--- src/rtl/haar_feature_sum_pipe.sv ---
// Haar-feature evaluator: rectangle sums (A-B+C-D) from integral-image corners, signed
// weighting, saturated accumulation, credit-gated input and a first-word-fall-through result FIFO.
module haar_feature_sum_pipe #(
  parameter int unsigned DATA_W    = 32,
  parameter int unsigned WEIGHT_W  = 8,
  parameter int unsigned MAX_RECT  = 3,
  parameter int unsigned SUM_W     = 40,
  parameter int unsigned ID_W      = 12,
  parameter int unsigned OUT_DEPTH = 2
) (
  input  logic                           clk_i,
  input  logic                           rst_n_i,
  input  logic                           pt_val_i,
  output logic                           pt_rdy_o,
  input  logic [DATA_W-1:0]              pt_data_i,
  input  logic                           pt_sof_i,
  input  logic [$clog2(MAX_RECT+1)-1:0]  num_rect_i,
  input  logic [MAX_RECT*WEIGHT_W-1:0]   weights_i,
  input  logic [ID_W-1:0]                feat_id_i,
  output logic                           sum_val_o,
  input  logic                           sum_rdy_i,
  output logic [SUM_W-1:0]               sum_data_o,
  output logic [ID_W-1:0]                sum_id_o,
  output logic                           err_o
);

  localparam int unsigned RW     = $clog2(MAX_RECT+1);
  localparam int unsigned RS_W   = DATA_W + 2;
  localparam int unsigned PROD_W = RS_W + WEIGHT_W;
  localparam int unsigned EXT_W  = ((SUM_W > PROD_W) ? SUM_W : PROD_W) + 1;
  localparam int unsigned PTR_W  = $clog2(OUT_DEPTH);
  localparam int unsigned CNT_W  = $clog2(OUT_DEPTH+1);

  localparam logic [0:0] StIdle    = 1'b0;
  localparam logic [0:0] StCollect = 1'b1;

  localparam logic [RW-1:0]           MaxRect = RW'(MAX_RECT);
  localparam logic [CNT_W-1:0]        Depth   = CNT_W'(OUT_DEPTH);
  localparam logic signed [EXT_W-1:0] SatMax  = EXT_W'({1'b0, {(SUM_W-1){1'b1}}});
  localparam logic signed [EXT_W-1:0] SatMin  = ~SatMax;

  // Front end: corner collection
  logic [0:0]                 state_q, state_d;
  logic                       rdy_en_q, err_q, err_d;
  logic [1:0]                 corner_q, corner_d;
  logic [RW-1:0]              rect_q, rect_d, num_rect_q, num_rect_d;
  logic [MAX_RECT*WEIGHT_W-1:0] weights_q, weights_d;
  logic [ID_W-1:0]            id_q, id_d;
  logic [DATA_W-1:0]          a_q, a_d, b_q, b_d, c_q, c_d;
  logic [CNT_W-1:0]           credits_q, credits_d;

  // Pipeline stages
  logic                       s1_val_q, s1_val_d, s1_first_q, s1_last_q;
  logic signed [RS_W-1:0]     s1_sum_q, rect_sum;
  logic signed [WEIGHT_W-1:0] s1_w_q, w_sel;
  logic [ID_W-1:0]            s1_id_q;
  logic                       s2_val_q, s2_first_q, s2_last_q;
  logic signed [PROD_W-1:0]   s2_prod_q;
  logic [ID_W-1:0]            s2_id_q;
  logic signed [SUM_W-1:0]    acc_q, acc_d;
  logic signed [EXT_W-1:0]    sum_ext;
  logic                       res_val_q;
  logic [ID_W-1:0]            res_id_q;

  // Output FIFO
  logic [SUM_W-1:0]           data_mem_q [OUT_DEPTH];
  logic [ID_W-1:0]            id_mem_q   [OUT_DEPTH];
  logic [PTR_W-1:0]           wr_ptr_q, rd_ptr_q;
  logic [CNT_W-1:0]           cnt_q;

  logic beat, sof_ok, last_rect, take, release_cr, push, pop;

  // A new feature may only start while a credit is free; mid-feature beats never stall.
  assign pt_rdy_o  = rdy_en_q & ~((state_q == StIdle) & (credits_q >= Depth));
  assign beat      = pt_val_i & pt_rdy_o;
  assign sof_ok    = (num_rect_i != '0) && (num_rect_i <= MaxRect);
  assign last_rect = (rect_q == num_rect_q - 1'b1);
  assign rect_sum  = RS_W'(a_q) - RS_W'(b_q) + RS_W'(c_q) - RS_W'(pt_data_i);

  assign push = res_val_q;
  assign pop  = sum_val_o & sum_rdy_i;

  always_comb begin
    w_sel = '0;
    for (int unsigned k = 0; k < MAX_RECT; k++) begin
      if (rect_q == RW'(k)) w_sel = weights_q[k*WEIGHT_W +: WEIGHT_W];
    end
  end

  always_comb begin
    state_d    = state_q;
    err_d      = err_q;
    corner_d   = corner_q;
    rect_d     = rect_q;
    num_rect_d = num_rect_q;
    weights_d  = weights_q;
    id_d       = id_q;
    a_d        = a_q;
    b_d        = b_q;
    c_d        = c_q;
    s1_val_d   = 1'b0;
    take       = 1'b0;
    release_cr = 1'b0;
    if (beat) begin
      if (pt_sof_i) begin
        // A sof while collecting abandons the current feature and frees its credit.
        if (state_q == StCollect) begin
          err_d      = 1'b1;
          release_cr = 1'b1;
        end
        if (sof_ok) begin
          num_rect_d = num_rect_i;
          weights_d  = weights_i;
          id_d       = feat_id_i;
          a_d        = pt_data_i;
          corner_d   = 2'd1;
          rect_d     = '0;
          state_d    = StCollect;
          take       = 1'b1;
        end else begin
          err_d   = 1'b1;
          state_d = StIdle;
        end
      end else if (state_q == StIdle) begin
        err_d = 1'b1;
      end else begin
        corner_d = corner_q + 2'd1;
        unique case (corner_q)
          2'd0: a_d = pt_data_i;
          2'd1: b_d = pt_data_i;
          2'd2: c_d = pt_data_i;
          2'd3: begin
            s1_val_d = 1'b1;
            rect_d   = rect_q + 1'b1;
            if (last_rect) state_d = StIdle;
          end
        endcase
      end
    end
    credits_d = credits_q + CNT_W'(take) - CNT_W'(release_cr) - CNT_W'(pop);
  end

  // First rect of a feature loads the accumulator, so abandoned partials never leak.
  always_comb begin
    if (s2_first_q) sum_ext = EXT_W'(s2_prod_q);
    else            sum_ext = EXT_W'(s2_prod_q) + EXT_W'(acc_q);
    if (sum_ext > SatMax)      acc_d = SatMax[SUM_W-1:0];
    else if (sum_ext < SatMin) acc_d = SatMin[SUM_W-1:0];
    else                       acc_d = sum_ext[SUM_W-1:0];
  end

  always_ff @(posedge clk_i or negedge rst_n_i) begin
    if (!rst_n_i) begin
      state_q    <= StIdle;
      rdy_en_q   <= 1'b0;
      err_q      <= 1'b0;
      corner_q   <= '0;
      rect_q     <= '0;
      num_rect_q <= '0;
      weights_q  <= '0;
      id_q       <= '0;
      a_q        <= '0;
      b_q        <= '0;
      c_q        <= '0;
      credits_q  <= '0;
      s1_val_q   <= 1'b0;
      s1_first_q <= 1'b0;
      s1_last_q  <= 1'b0;
      s1_sum_q   <= '0;
      s1_w_q     <= '0;
      s1_id_q    <= '0;
      s2_val_q   <= 1'b0;
      s2_first_q <= 1'b0;
      s2_last_q  <= 1'b0;
      s2_prod_q  <= '0;
      s2_id_q    <= '0;
      acc_q      <= '0;
      res_val_q  <= 1'b0;
      res_id_q   <= '0;
    end else begin
      state_q    <= state_d;
      rdy_en_q   <= 1'b1;
      err_q      <= err_d;
      corner_q   <= corner_d;
      rect_q     <= rect_d;
      num_rect_q <= num_rect_d;
      weights_q  <= weights_d;
      id_q       <= id_d;
      a_q        <= a_d;
      b_q        <= b_d;
      c_q        <= c_d;
      credits_q  <= credits_d;
      s1_val_q   <= s1_val_d;
      if (s1_val_d) begin
        s1_first_q <= (rect_q == '0);
        s1_last_q  <= last_rect;
        s1_sum_q   <= rect_sum;
        s1_w_q     <= w_sel;
        s1_id_q    <= id_q;
      end
      s2_val_q <= s1_val_q;
      if (s1_val_q) begin
        s2_first_q <= s1_first_q;
        s2_last_q  <= s1_last_q;
        s2_prod_q  <= PROD_W'(s1_sum_q) * PROD_W'(s1_w_q);
        s2_id_q    <= s1_id_q;
      end
      res_val_q <= s2_val_q & s2_last_q;
      if (s2_val_q) begin
        acc_q    <= acc_d;
        res_id_q <= s2_id_q;
      end
    end
  end

  function automatic logic [PTR_W-1:0] ptr_inc(input logic [PTR_W-1:0] p);
    return (p == PTR_W'(OUT_DEPTH-1)) ? '0 : p + 1'b1;
  endfunction

  always_ff @(posedge clk_i or negedge rst_n_i) begin
    if (!rst_n_i) begin
      for (int i = 0; i < OUT_DEPTH; i++) begin
        data_mem_q[i] <= '0;
        id_mem_q[i]   <= '0;
      end
      wr_ptr_q <= '0;
      rd_ptr_q <= '0;
      cnt_q    <= '0;
    end else begin
      if (push) begin
        data_mem_q[wr_ptr_q] <= acc_q;
        id_mem_q[wr_ptr_q]   <= res_id_q;
        wr_ptr_q             <= ptr_inc(wr_ptr_q);
      end
      if (pop) rd_ptr_q <= ptr_inc(rd_ptr_q);
      cnt_q <= cnt_q + CNT_W'(push) - CNT_W'(pop);
    end
  end

  assign sum_val_o  = (cnt_q != '0);
  assign sum_data_o = data_mem_q[rd_ptr_q];
  assign sum_id_o   = id_mem_q[rd_ptr_q];
  assign err_o      = err_q;

endmodule

--- config.mk ---
export PLATFORM = sky130hd
export DESIGN_NAME = haar_feature_sum_pipe
export DESIGN_NICKNAME = d
export VERILOG_FILES = /design/src/rtl/haar_feature_sum_pipe.sv
export SDC_FILE = /design/constraint.sdc
export NUM_CORES = 2
export LEC_CHECK = 0
export BUFFER_PORTS_ARGS = -buffer_cell sky130_fd_sc_hd__buf_2
export CAP_MARGIN = 20
export CELL_PAD_IN_SITES_DETAIL_PLACEMENT = 2
export CELL_PAD_IN_SITES_GLOBAL_PLACEMENT = 2
export CORE_MARGIN = 2
export CORE_UTILIZATION = 25
export CTS_CLUSTER_SIZE = 8
export DETAILED_ROUTE_END_ITERATION = 16
export PLACE_DENSITY = 0.59
export SYNTH_ARGS = -nofsm -noshare
export SYNTH_HDL_FRONTEND = slang
export SYNTH_SLANG_ARGS = --single-unit
--- constraint.sdc ---
create_clock -name clk_i -period 13 [get_ports clk_i]
set_input_delay 1.95 -clock clk_i [delete_from_list [all_inputs] [get_ports clk_i]]
set_output_delay 1.95 -clock clk_i [all_outputs]
set_load 0.02 [all_outputs]
# After elaboration in Yosys (flattened, before gate mapping)
# Index checks and enable logic that the tools add are counted.
# classes
addsub,14
n_mul,1
n_lt_le_gt_ge,7
n_eq_ne,9
muxes,49
bitwise,10
reduce_logical,16
# op_table
operator,n
$mux W40,6
$mux W32,4
$bwmux W80,1
$mux W12,4
$add A42 B40 Y43,1
$gt A43 B40 Y1 const B,1
$lt A43 B40 Y1 const B,1
$mux W43,1
$mul A34 B8 Y42,1
$demux W40 S1,1
$add A33 B33 Y34,1
$sub A34 B32 Y34,1
$sub A32 B32 Y33,1
$bwmux W24,1
$mux W8,3
$mux W1,20
$reduce_and A4 Y1,4
$mux W2,7
$demux W12 S1,1
$reduce_bool A2 Y1,5
$reduce_and A3 Y1,3
$eq A2 B2 Y1 const B,3
$ge A2 B2 Y1 const B,3
$sub A2 B1 Y2,3
other kinds (16),29
# totals
register_bits,418
inputBits,75
out_inout_bits,55
word_cells,139

# Longest topological paths before layout
# logic_depth
word_depth,9
mapped_depth,25
depth_no_buf,25

# Worst setup path before layout
# Ideal clock, no wire load.
# synth_timing
path_kind,register -> register
start,reg s1_w_q[7]
end,reg s2_prod_q[41]
setup_ns,0.125
t_arrival_ns,5.490
t_required_ns,12.875
path_slack_ns,7.385
stages_incl_launch_ff,22
n_path_buf,2
synth_period_minus_slack_ns,5.615
cell_sequence,dfrtp_1 inv_1 clkbuf_1 nor2_1 fa_1 fa_1 fa_1 inv_1 fa_1 inv_1 ha_1 clkbuf_1 a21oi_1 nor3b_1 o32ai_1 nor2_1 a311oi_1 a31oi_1 o31ai_1 a31oi_1 xnor2_1 mux2_2
# synth_via
elab_chain_len,1
# synth_lines
element,line,rtl
"start, declared",55,"logic signed [WEIGHT_W-1:0] s1_w_q, w_sel;"
"start signal, assigned",198,s1_w_q <= w_sel;
$mul A34 B8 Y42,205,s2_prod_q <= PROD_W'(s1_sum_q) * PROD_W'(s1_w_q);
"end signal, assigned",205,
"end, declared",58,logic signed [PROD_W-1:0] s2_prod_q;
# Every way passes these cells.
# A chain may end at the register's enable or synchronous reset.

# Worst setup path in the final report
# layout_timing
start,reg s1_w_q[5]
end,reg s2_prod_q[41]
# The elaborated chain is that of the path after synthesis.

==> results.cfg <==
[clocking]
cts_tree = built
hold_buffers = 0
post_cts_buffers = 0
cts_resized = 0
cts_htree_levels = 2
clk_pin_slew_worst_paths_ps = 50
clock_latency_ps = 680
clk_path_buf_depth = 3
cts.sinks = 418
clock-root-buffer = clkbuf_16
numCtsBuffers = 60

[power_and_ir_drop]
seq_power_share_pct = 22.6
p_clk_share_pct = 18.0
power.internal_w = 0.00442
ir_drop_v = 0.000139
comb_power_share_pct = 59.4
powerDensity_mw_per_mm2 = 219
leakage_nw = 18.4
p_sw_w = 0.00372
swShare_pct = 45.7

[run_status]
status = finished, final reports clean

[synthesis]
async_flop_share_pct = 100
ys.flop_type = dfrtp_1
synth_cells = 3408
synth_fp_nets = 3928
synthDistinctLibCells = 81
synth-edff-count = 0
synth_seq_cells = 418
syn_avg_cell_area_um2 = 9.65
synth.cell_area_mm2 = 0.0329
ys_seq_area_share_pct = 31.8
synth_warnings = 0

[final_layout]
layout.nets = 4014
final_area_mm2 = 0.0372
multi_input_area_mm2 = 0.0201
fillCellCount = 14700
seq_area_mm2 = 0.0105
syn_to_final_growth_pct = 13.1
fin_util_pct = 28.4
n_antenna_cell = 0
layout-drive-gt1-share_pct = 15.2

[die]
core_area_mm2 = 0.131
initial_core_util_pct = 25.1
pin_count = 130
dieWidth_um = 367
dieArea_mm2 = 0.134
num_rows = 133
dieHeight_um = 367

[setup_path]
crit_arrival_ps = 7100
r2r-end = s2_prod_q[41]$_DFFE_PN0P_
critPathMaxStageDelay_ps = 1050
r2r_cells = 18
slowest_stage = dfrtp_1
crit_chain = and2_1, fa_1, fa_1, fa_1, inv_1, fa_1, inv_1, ha_1, and3_1, o2111ai_1, a211oi_1, nor2_1, a311oi_1, a31oi_1, o31ai_1, a31oi_1, xnor2_1, mux2_2
cp-end-kind = flop
cp_common_cell = fa_1
crit_required_ps = 13540
reg2reg_slack_ps = 6440
critPathLaunch = s1_w_q[5]$_DFFE_PN0P_
timing.rr.start = s1_w_q[5]$_DFFE_PN0P_
path_class = flop to flop
cp_max_fo = 35
start_kind = flop
endpoint = s2_prod_q[41]$_DFFE_PN0P_

[drt]
ant_nets = 0
drt_iter0_markers = 840
drc = 0
wl_per_cell_um = 17.5
routed_via_density = 4.54
first_pass_iters = 5
dr_total_vias = 23900
drt_wl_total_um = 92300

[global_routing]
grt_start_max_net_pins = 144
grt_pass1_vias = 27100
antenna_found_initial = 1
grt_pass1_wl_um = 154000
grt_remaining_overflow = 0
grt_usage_pct = 14.0

[placed_design]
port_buffers = 129
dpl_cell_area_mm2 = 0.0355
gp_congestion = 0.766
hpwlAfterDp_um = 69700
post-place-ws_ps = 6260

[sta]
max_clock_freq_ghz = 0.152
fin_crit_sh_pct = 50.5
final-hold-violation-count = 0
setup_ws_ps = 6440
fin_crit_ps = 6560
fin_skew_ps = 65.8
max_slew.worst_pin.slew_ps = 1080
final.setup.tns_ps = 0
rsz0062_at_grt = no
slew_headroom_pct = 28.0
setup_viol = 0
slew_violations = 0

[run]
cap_violations = 0

[worst_hold_path]
hold_class = flop to flop
through the flow:
step	std cells	power [W]	hold slack, ps
after global routing	5264	0.00904	503
after CTS	5262	0.00832	472
after detailed placement	5185	0.00676	460
final	5264	0.00813	465
after global placement	5185	0.00666	453
after floorplan	3408	0.00536	352
power by group through the flow:
stage	Clock (W)	Combinational (W)	Sequential, W
2_1_floorplan	0	0.00364	0.00173
3_3_place_gp	0	0.00480	0.00186
3_5_place_dp	0	0.00489	0.00188
4_1_cts	0.00153	0.00493	0.00185
5_1_grt	0.00158	0.00557	0.00189
6_report	0.00146	0.00483	0.00184
logic make-up (layout without fill, tap and decap cells):
family / after synthesis / count (layout) / synth area share, %
compound gates: 587 / 587 / 11.8
simple gates: 932 / 932 / 13.7
fa+ha+maj: 445 / 445 / 22.5
other cells: 1 / 1 / 0.0114
mux: 284 / 284 / 9.66
buf+inv: 617 / 718 / 7.14
xor+xnor: 124 / 124 / 3.32
flops: 418 / 418 / 31.8
state kept, by name, indices dropped and copies added, names as in the netlist, 24 cells and up:
signal / flops
acc_q: 40
id_mem_q: 24
weights_q: 24
data_mem_q: 80
s1_sum_q: 34
a_q: 32
c_q: 32
s2_prod_q: 42
b_q: 32
layer usage:
metal	global-route usage (%)	part of all wire (%)	routed length [um]
met1	20.3	51	47400
met2	22.4	45	41300
met3	1.88	2.4	2230
met4	2.44	1.5	1380
met5	0	0	0
worst max-delay path, delay by kind of cell (launching register included):
family,cells,cell delay (ps)
fa+ha+maj,5,2440
compound gates,6,1760
flops,1,1050
simple gates,3,660
mux,1,270
xor+xnor,1,150
buf+inv,2,110
how the worst min path moves through the flow:
stage | start | end | cells past startpoint
2_1_floorplan | s1_val_q$_DFF_PN0_ | s2_val_q$_DFF_PN0_ | 0
5_1_grt | credits_q[1]$_DFF_PN0_ | credits_q[1]$_DFF_PN0_ | 1
4_1_cts | id_q[0]$_DFFE_PN0P_ | s1_id_q[0]$_DFFE_PN0P_ | 2
3_3_place_gp | id_q[0]$_DFFE_PN0P_ | s1_id_q[0]$_DFFE_PN0P_ | 2
3_5_place_dp | s1_id_q[1]$_DFFE_PN0P_ | s1_id_q[1]$_DFFE_PN0P_ | 2
6_report | id_q[0]$_DFFE_PN0P_ | s1_id_q[0]$_DFFE_PN0P_ | 2
synthesized netlist by cell type (5+ instances only):
| library cell | n | share of area (%) |
|---|---|---|
| or2_2 | 9 | 0.17 |
| and2_1 | 230 | 4.4 |
| o22ai_1 | 6 | 0.11 |
| nor2b_1 | 16 | 0.30 |
| a21o_1 | 57 | 1.3 |
| nand4b_1 | 5 | 0.13 |
| buf_2 | 7 | 0.11 |
| inv_1 | 485 | 5.5 |
| xnor2_1 | 78 | 2.1 |
| a31oi_1 | 15 | 0.29 |
| or3_1 | 14 | 0.27 |
| mux2_2 | 268 | 9.2 |
| a21boi_0 | 5 | 0.11 |
| o41ai_1 | 5 | 0.13 |
| nand4_1 | 18 | 0.34 |
| o21ai_0 | 162 | 2.5 |
| nand2_1 | 392 | 4.5 |
| a2111oi_0 | 6 | 0.16 |
| nand3_1 | 26 | 0.40 |
| dfrtp_1 | 418 | 32 |
| fa_1 | 246 | 15 |
| mux2i_1 | 16 | 0.49 |
| o221ai_1 | 16 | 0.43 |
| o21bai_1 | 21 | 0.48 |
| o221ai_2 | 10 | 0.46 |
| and3_1 | 18 | 0.34 |
| o311ai_0 | 14 | 0.37 |
| o31ai_1 | 21 | 0.48 |
| nor3b_1 | 5 | 0.11 |
| nor2_1 | 124 | 1.4 |
| clkbuf_1 | 113 | 1.3 |
| ha_1 | 199 | 7.6 |
| buf_1 | 7 | 0.080 |
| a211o_1 | 8 | 0.21 |
| a22oi_1 | 8 | 0.18 |
| o211ai_1 | 14 | 0.32 |
| nor3_1 | 35 | 0.53 |
| o21a_1 | 22 | 0.50 |
| a21oi_1 | 138 | 2.1 |
| xor2_1 | 45 | 1.2 |
| nand2b_1 | 27 | 0.51 |
| a211oi_1 | 12 | 0.27 |
cell type report:
class | instances | share of cell area, %
clock buffers | 73 | 4.30
clock inverters | 4 | 0.219
inverters | 487 | 4.91
multi-input cells | 2373 | 54.1
flip-flops and latches | 418 | 28.1
well taps | 1755 | 5.90
repair buffers | 154 | 2.42
cell usage in the layout, fill, tap and decap left out, drive strengths merged, types with 6 or more instances in the layout:
cell type  netlist  final
o221ai          26     26
clkbuf         113     73
a31oi           15     15
mux2           268    268
nor2b           16     16
ha             199    199
nand3           26     26
o21a            22     22
a22oi            8      8
o31ai           22     22
o21ai          165    165
o211ai          14     14
xnor2           79     79
dfrtp          418    418
fa             246    246
and3            18     18
nand2          392    392
a21o            57     57
o21bai          21     21
nand4           18     18
nand2b          27     27
a211o            8      8
or3             14     14
nor3            35     35
inv            486    486
xor2            45     45
a211oi          12     12
a2111oi          7      7
nor2           124    124
o311ai          17     17
and2           231    231
or2              9      9
a21oi          138    138
buf             17    154
mux2i           16     16
o22ai            6      6
Note: power is estimated with default switching activity, not from simulation.
